$ cat src/rtl/stp_sched_pkg.sv
// Shared definitions for the stream-port channel scheduler.
// Holds the scheduler state encoding, the channel-select width shared with
// the 16-way stream mux, and the default channel count and guard length.
package stp_sched_pkg;

  localparam int CH_W          = 8;
  localparam int DEF_NUM_CH    = 16;
  localparam int DEF_GUARD_CYC = 4;

  typedef enum logic [1:0] {
    IDLE    = 2'd0,
    SETTLE  = 2'd1,
    ACTIVE  = 2'd2,
    RELEASE = 2'd3
  } sched_state_t;

endpackage

$ cat src/rtl/stp_rr_pick.sv
// Combinational round-robin first-set-bit finder.
// Ports:
//   elig   - eligible channel vector (req & ch_mask)
//   rr_ptr - index of the last served channel; search starts at rr_ptr+1
//   valid  - at least one channel is eligible
//   index  - winning channel index
module stp_rr_pick #(
  parameter int NUM_CH = 16,
  parameter int IW     = $clog2(NUM_CH)
) (
  input  logic [NUM_CH-1:0] elig,
  input  logic [IW-1:0]     rr_ptr,
  output logic              valid,
  output logic [IW-1:0]     index
);

  int pos;

  // Walk upward from rr_ptr+1, wrapping, and keep the first hit.
  always_comb begin
    valid = 1'b0;
    index = '0;
    pos   = 0;
    for (int k = 1; k <= NUM_CH; k++) begin
      pos = (int'(rr_ptr) + k) % NUM_CH;
      if (!valid && elig[pos[IW-1:0]]) begin
        valid = 1'b1;
        index = pos[IW-1:0];
      end
    end
  end

endmodule

$ cat src/rtl/stp_channel_sched.sv
// Round-robin scheduler owning the channel select of the 16-way stream mux.
// Picks a requesting source, steers the mux, waits a settle guard, grants
// until end of packet, then waits a release guard before re-arbitrating.
// Optional feature macro: STP_SCHED_TIMEOUT_EN (grant timeout counter).
// Ports:
//   clk, rst_n     - system clock, asynchronous active-low reset
//   ch_mask        - per-channel arbitration enable
//   req            - per-channel level request
//   done           - end-of-packet pulse from the granted channel
//   timeout_lim    - max ACTIVE cycles per grant, 0 = unlimited
//   channel        - registered, zero-extended mux select
//   gnt            - registered one-hot grant, zero outside ACTIVE
//   busy           - high whenever not IDLE
//   timeout_pulse  - one-cycle pulse on a timed-out grant
//   timeout_ch     - index of the last timed-out channel
module stp_channel_sched
  import stp_sched_pkg::*;
#(
  parameter int NUM_CH    = DEF_NUM_CH,
  parameter int GUARD_CYC = DEF_GUARD_CYC,
  parameter int TIMEOUT_W = 16
) (
  input  logic                 clk,
  input  logic                 rst_n,
  input  logic [NUM_CH-1:0]    ch_mask,
  input  logic [NUM_CH-1:0]    req,
  input  logic [NUM_CH-1:0]    done,
  input  logic [TIMEOUT_W-1:0] timeout_lim,
  output logic [CH_W-1:0]      channel,
  output logic [NUM_CH-1:0]    gnt,
  output logic                 busy,
  output logic                 timeout_pulse,
  output logic [CH_W-1:0]      timeout_ch
);

  localparam int IW = $clog2(NUM_CH);
  localparam int GW = $clog2(GUARD_CYC + 1);
  localparam logic [NUM_CH-1:0] ONE_HOT0 = NUM_CH'(1);

  sched_state_t  state;
  logic [IW-1:0] cur;
  logic [IW-1:0] rr_ptr;
  logic [GW-1:0] guard;
  logic          win_valid;
  logic [IW-1:0] win_idx;
  logic          tmo_hit;

  stp_rr_pick #(
    .NUM_CH (NUM_CH),
    .IW     (IW)
  ) u_pick (
    .elig   (req & ch_mask),
    .rr_ptr (rr_ptr),
    .valid  (win_valid),
    .index  (win_idx)
  );

`ifdef STP_SCHED_TIMEOUT_EN
  logic [TIMEOUT_W-1:0] tmo_cnt;
  assign tmo_hit = (timeout_lim != '0) && (tmo_cnt == timeout_lim - TIMEOUT_W'(1));
`else
  logic unused_timeout_lim;
  assign unused_timeout_lim = ^timeout_lim;
  assign tmo_hit            = 1'b0;
  assign timeout_pulse      = 1'b0;
  assign timeout_ch         = '0;
`endif

  always_ff @(posedge clk or negedge rst_n) begin
    if (!rst_n) begin
      state   <= IDLE;
      channel <= '0;
      gnt     <= '0;
      busy    <= 1'b0;
      cur     <= '0;
      rr_ptr  <= IW'(NUM_CH - 1);
      guard   <= '0;
`ifdef STP_SCHED_TIMEOUT_EN
      tmo_cnt       <= '0;
      timeout_pulse <= 1'b0;
      timeout_ch    <= '0;
`endif
    end else begin
`ifdef STP_SCHED_TIMEOUT_EN
      timeout_pulse <= 1'b0;
`endif
      case (state)
        // channel only moves here, so the mux never glitches while granted.
        IDLE: begin
          if (win_valid) begin
            channel <= CH_W'(win_idx);
            cur     <= win_idx;
            guard   <= GW'(GUARD_CYC - 1);
            busy    <= 1'b1;
            state   <= SETTLE;
          end
        end
        SETTLE: begin
          if (guard == '0) begin
            gnt   <= ONE_HOT0 << cur;
            state <= ACTIVE;
`ifdef STP_SCHED_TIMEOUT_EN
            tmo_cnt <= '0;
`endif
          end else begin
            guard <= guard - GW'(1);
          end
        end
        // Only the granted channel's done/req/mask matter here.
        ACTIVE: begin
`ifdef STP_SCHED_TIMEOUT_EN
          tmo_cnt <= tmo_cnt + TIMEOUT_W'(1);
`endif
          if (done[cur] || !req[cur] || !ch_mask[cur] || tmo_hit) begin
            gnt   <= '0;
            guard <= GW'(GUARD_CYC - 1);
            state <= RELEASE;
`ifdef STP_SCHED_TIMEOUT_EN
            // A packet finishing on the timeout cycle is a normal completion.
            if (tmo_hit && !done[cur]) begin
              timeout_pulse <= 1'b1;
              timeout_ch    <= CH_W'(cur);
            end
`endif
          end
        end
        RELEASE: begin
          if (guard == '0) begin
            rr_ptr <= cur;
            busy   <= 1'b0;
            state  <= IDLE;
          end else begin
            guard <= guard - GW'(1);
          end
        end
        default: state <= IDLE;
      endcase
    end
  end

endmodule

$ cat config.mk
export PLATFORM = sky130hd
export DESIGN_NAME = stp_channel_sched
export DESIGN_NICKNAME = d
export VERILOG_FILES = /design/src/rtl/stp_sched_pkg.sv /design/src/rtl/stp_rr_pick.sv /design/src/rtl/stp_channel_sched.sv
export SDC_FILE = /design/constraint.sdc
export NUM_CORES = 1
export LEC_CHECK = 0
export BUFFER_PORTS_ARGS = -buffer_cell sky130_fd_sc_hd__buf_2
export CAP_MARGIN = 20
export CORE_MARGIN = 3
export CORE_UTILIZATION = 55
export CTS_CLUSTER_SIZE = 28
export DETAILED_ROUTE_END_ITERATION = 7
export PLACE_DENSITY = 0.91
export RECOVER_POWER = 50
export SLEW_MARGIN = 15
export SYNTH_ARGS = -nofsm -noshare
export SYNTH_HDL_FRONTEND = slang
export SYNTH_SLANG_ARGS = --single-unit
$ cat constraint.sdc
create_clock -name clk -period 6.02 [get_ports clk]
set_clock_uncertainty 0.15 [all_clocks]
set_input_delay 0.602 -clock clk [delete_from_list [all_inputs] [get_ports clk]]
set_output_delay 0.602 -clock clk [all_outputs]
set_load 0.005 [all_outputs]
==> metrics.cfg, run 1 <==
[setup_path]
critPathArrivalTime_ps = 4970
r2r_cells = 10
rrSetupSlack_ps = 1060
end_kind = register
crit_path_start_kind = register
critPathKind = register to register
cp.required_ps = 6040
critPathMaxFanout = 25

[synthesis]
async_reset_ff_frac = 1.000
yosys_most_used_dff = dfrtp_1
yosysMostFrequentCell = nand2_1
yosysWarnings = 0
synth_edf_count = 0
muxShareOfSynthArea = 0.2714
syn_area_per_cell_um2 = 8.687
synth_area_leaders = dfrtp_1, mux4_2, nand2_1
synth_top_family_by_area = multiplexers
yosys.area_share.simple = 0.2298
yosysUniqueCellTypes = 83
syn_area_mm2 = 0.004873
synth-seq-area-share = 0.1551
synth_compound_gate_area_share = 0.2126
synth_cells = 561
ys_ff_latch = 30
synth_top_cell_area_share = 0.1335
yosys.area_share.xor_xnor = 0.02670
synth.largest_area_cell = dfrtp_1
ys_top_cells_by_count = nand2_1, o21ai_0, mux4_2, dfrtp_1, nor2_1
synth_fa_ha_area_frac = 0.03338

[global_route]
track_usage = 0.3081
antenna_found_initial = 0
grt_pass1_wl_mm = 24.74
grt_pass1_vias = 4822
grt_max_degree = 47
overflow = 0

[min_path]
hold_path_class = register to register
hold_depth = 2

[floorplanning]
die_h_um = 100.1
start_util = 0.5786
rows = 33
die_w_um = 100.1
die_area_mm2 = 0.01003
coreArea_mm2 = 0.008423
io_pins = 100

[sta]
tightest_slew_ps = 1582
min_period_ps = 4956
slew_violations = 31
rsz0062_at_grt = false
timing.fmax_ghz = 0.2018
finalSetupViolations = 0
period_share = 0.8232
final.setup.tns_ps = 0
slew_headroom = -0.05487
finalHoldViolCount = 0

[finish]
final_layout_size_suffix_gt1_frac = 0.2496
regArea_um2 = 755.7
area_delta_synth_final_pct = 8.370
final_nets = 687
instances_no_fill = 714
fillers = 715
antennaDiodeCount = 0
multi_input_area_mm2 = 0.003824

[place]
place.gp.congestion = 1.004
port-buffer-count = 70
dpl.cell_count = 705
dp_hpwl_mm = 11.82

[route]
detail_route.vias_per_cell = 7.085
first_pass_iters = 6
wirelength_mm = 15.31
wl_per_cell_um = 21.44
ant_nets = 0
drc = 0
drtIter0Drc = 476
via_count = 5059

[clocking]
cts_sinks = 30
h-tree-depth = 2
clk_latency_ps = 280
ctsRootBufferMaster = clkbuf_8
cts_buffer_depth = 2
cts_tree = done
path_clk_slew_ps = 70
cts_setup_buffers = 0
hold_buffers = 0
cts_resized = 0
cts_buffers = 5

[status]
violations = max-capacitance violations, max-slew violations
outcome = finished, violations left

[power]
vdd.ir_drop.worst_mv = 0.2279
cellLeakagePower_uw = 0.002183
p_per_area_mw_per_mm2 = 658.2

[run]
cap_violations = 1

cells in the final DEF (no fill, tap or decap), types with 5 or more instances in the layout:
cell / count
nand2_1: 80
buf_2: 66
o21ai_0: 32
mux4_2: 28
dfrtp_1: 26
nor2_1: 25
a21oi_1: 22
nand3_1: 22
mux2i_1: 20
inv_1: 18
o31ai_1: 14
ha_1: 13
conb_1: 13
nor3_1: 12
and2_1: 11
mux2_2: 11
o22ai_1: 11
mux4_1: 10
and2_4: 9
o211ai_1: 7
nand4_1: 7
buf_4: 7
or3_1: 6
xnor2_1: 6
clkbuf_8: 6
clkbuf_1: 6
a211oi_1: 5
nand3b_1: 5
o221ai_1: 5
a21boi_0: 5
nor4_1: 5
final timing paths:
kind / to / from
worst max-delay path: guard[0] / rr_ptr[1]
worst min-delay path: gnt[14] / gnt[14]
worst max register to register: guard[0] / rr_ptr[1]
worst min register to register: gnt[14] / gnt[14]
max in group asynchronous: gnt[1] / rst_n
min in group asynchronous: gnt[11] / rst_n
critical path: stages, from the launching register on:
cell     delay (ps)
dfstp_2         870
inv_1           220
ha_1            660
mux4_1          680
mux4_2          580
nor3_4          270
nand4_4         170
or4_4           640
nor3_4          140
nor3_1          130
mux2_4          320
stage by stage:
stage	power [uW]	util	instance area, um^2	hold slack (ps)	setup slack, ps
floorplan	2594	-	4918	156.4	1552
global placement	3149	0.6156	5185	304.9	1219
detailed placement	3215	0.6156	5185	314.8	1129
CTS	3394	0.6263	5275	219.0	1125
global route	3729	0.6270	5281	363.2	854.1
finish	3476	0.6270	5281	329.8	1064
where the power goes:
group | internal [uW] | switching, uW | leakage [uW]
combinational | 1180 | 1720 | 0.00176
clock | 93.1 | 75.2 | 0.0000455
sequential | 276 | 136 | 0.000376
total | 1550 | 1930 | 0.00218
cell families after synthesis:
group                      after synthesis
buffers and inverters                   69
xor gates and xnor gates                11
other                                    1
and+or+nand+nor                        212
adders and majority gates               13
AOI/OAI and AO/OA                      149
DFF                                     30
muxes                                   76
metal layers:
| metal | part of all wire | GRT usage |
|---|---|---|
| met5 | 0 | 0 |
| met4 | 0.052 | 0.1389 |
| met3 | 0.10 | 0.05420 |
| met2 | 0.45 | 0.4954 |
| met1 | 0.39 | 0.4069 |
registers in the layout, summed over array words and instances, names as in the netlist:
| register | count |
|---|---|
| busy | 1 |
| rr_ptr | 4 |
| cur | 4 |
| gnt | 16 |
| state | 2 |
| guard | 3 |
layout make-up:
type / count / share of cell area
Sequential cell: 30 / 0.1431
Tap cell: 105 / 0.02488
Clock buffer: 8 / 0.01706
Inverter: 19 / 0.01350
Multi-Input combinational cell: 474 / 0.7240
Timing Repair Buffer: 78 / 0.07747
(Power assumes the default switching activity.)
==> run 2, diff against run 1 <==
- CORE_UTILIZATION: 55 -> 52
- PLACE_DENSITY: 0.91 -> 0.9
- clock period: 6.02 -> 4.3 ns (I/O delays scaled with it)
==> run 2 against run 1 <==
The run still ends with max-capacitance violations, max-slew violations left. Sequential cell count unchanged. Sequential share of layout area decreased by 0.51 points. Maximum frequency increased by 20%. Wire length increased by 2.3%. First-iteration DRC count increased by 8.0%. Via count increased by 3.3%. Non-clock buffer count increased by 24. Total power increased by 50%. Clock-buffer cell count unchanged. Final cell count increased by 3.8%.
==> metrics.cfg, run 2 (same netlist as run 1, synthesis figures left out) <==
[status]
outcome = finished, violations left
violations = max-capacitance violations, max-slew violations

[floorplanning]
die_area_mm2 = 0.01057  ; +5.4%
io_pins = 100  ; unchanged
coreArea_mm2 = 0.008891  ; +5.6%
rows = 34  ; +3.0%
die_h_um = 102.8  ; +2.7%
start_util = 0.5481  ; -0.03045
die_w_um = 102.8  ; +2.7%

[clocking]
h-tree-depth = 2  ; unchanged
cts_buffers = 5  ; unchanged
hold_buffers = 0  ; unchanged
cts_sinks = 30  ; unchanged
clk_latency_ps = 280  ; about the same
ctsRootBufferMaster = clkbuf_8
path_clk_slew_ps = 60  ; about the same
cts_tree = done
cts_buffer_depth = 2  ; unchanged

[power]
p_per_area_mw_per_mm2 = 952.6  ; +45%
cellLeakagePower_uw = 0.002277  ; +4.3%
vdd.ir_drop.worst_mv = 0.3781  ; +66%

[sta]
min_period_ps = 4127  ; -828.9 ps
slew_headroom = -0.04749  ; +0.007381
period_share = 0.9597  ; +0.1365
slew_violations = 31  ; unchanged
tightest_slew_ps = 1571  ; -11.07 ps
finalSetupViolations = 0  ; unchanged
finalHoldViolCount = 0  ; unchanged
timing.fmax_ghz = 0.2423  ; +20%
finalWorstSetupSlack_ps = 173.4  ; -891.1 ps
final.setup.tns_ps = 0  ; unchanged
rsz0062_at_grt = false

[place]
dp_hpwl_mm = 12.20  ; +3.2%
place_area_mm2 = 0.005365  ; +3.5%
place_ws_ps = 128.0  ; -1001 ps
dpl.cell_count = 730  ; +3.5%
port-buffer-count = 70  ; unchanged
place.gp.congestion = 1.053  ; +4.8%

[global_route]
overflow = 0  ; unchanged
track_usage = 0.2983  ; -0.009808
antenna_found_initial = 0  ; unchanged
grt_pass1_vias = 4891  ; +1.4%
grt_max_degree = 47  ; unchanged
grt_pass1_wl_mm = 24.87  ; +0.56%

[finish]
regMostFlops = gnt
instances_no_fill = 741  ; +3.8%
stdcell_area_mm2 = 0.005475  ; +3.7%
fillers = 737  ; +3.1%
utilization = 0.6158  ; -0.01119
mostFrequentLayoutCell = nand2_1
largest_register_ffs = 16  ; unchanged
area_delta_synth_final_pct = 12.35
antennaDiodeCount = 0  ; unchanged
final_layout_size_suffix_gt1_frac = 0.2733  ; +0.02371
final_cell_mix = nand2_1, buf_2, o21ai_0
final_nets = 711  ; +3.5%
reg_top3 = gnt: 16 flops, cur: 4 flops, rr_ptr: 4 flops

[route]
wl_per_cell_um = 21.14  ; -1.4%
ant_nets = 0  ; unchanged
drtIter0Drc = 514  ; +8.0%
first_pass_iters = 5  ; -1
via_count = 5225  ; +3.3%
drc = 0  ; unchanged
wirelength_mm = 15.66  ; +2.3%
detail_route.vias_per_cell = 7.051  ; -0.48%

[min_path]
hold_path_class = register to register
hold_depth = 2  ; unchanged
min_from = gnt[3]

[setup_path]
end_kind = register
critPathMaxFanout = 8  ; -68%
timing.rr.start = rr_ptr[2]
critPathLaunch = rr_ptr[2]
critPathKind = register to register
cp.required_ps = 4310  ; -1730 ps
rrSetupSlack_ps = 170  ; -890 ps
critPathArrivalTime_ps = 4140  ; -830 ps
crit_path_start_kind = register
r2r_cells = 10  ; unchanged

[run]
cap_violations = 1  ; unchanged

run 2: worst max-delay path, cell delays in order, from the launching register on:
cell and delay [ps]:
dfstp_2 540, inv_1 60, ha_2 440, mux4_1 600
mux4_2 600, nor3_4 220, nand4_4 170, or4_4 630
nor3_4 160, a211oi_1 100, mux2_1 330
run 2: final cells by class:
type,instances,area (um^2),share of cell area
well taps,108,135.1,0.02468
repair buffers,102,586.8,0.1072
multi-input cells,474,3846,0.7025
flip-flops and latches,30,755.7,0.1380
clock buffers,8,80.08,0.01463
inverters,19,71.32,0.01303
run 2: final timing paths:
path	to
worst max-delay path	state[1]
worst min-delay path	gnt[3]
worst max register to register	state[1]
worst min register to register	gnt[3]
max in group asynchronous	cur[3]
min in group asynchronous	gnt[13]
run 2: timing repair:
item                                    CTS  global route
gates resized for setup                   0             3
buffers inserted                          0             2
endpoints found under the setup margin    0             6
run 2: power by group:
part / internal, uW / switching (uW) / leakage (uW) / total (uW)
combinational: 1890 / 2570 / 0.00186 / 4460
clock: 115 / 100 / 0.0000395 / 215
sequential: 385 / 152 / 0.000376 / 536
total: 2390 / 2820 / 0.00228 / 5220
run 2: routing by layer:
metal | part of all wire | GRT usage | vias to the layer above
li1 | - | - | 2301
met1 | 0.39 | 0.4081 | 2488
met2 | 0.46 | 0.4687 | 370
met3 | 0.10 | 0.04871 | 66
met4 | 0.044 | 0.1305 | 0
met5 | 0 | 0 | -
run 2: metrics by stage:
step	hold slack [ps]	power, uW
4_1_cts	46.65	5052
5_1_grt	356.2	5587
3_3_place_gp	304.9	4708
2_1_floorplan	-15.59	3660
6_report	326.5	5215
3_5_place_dp	314.5	4821
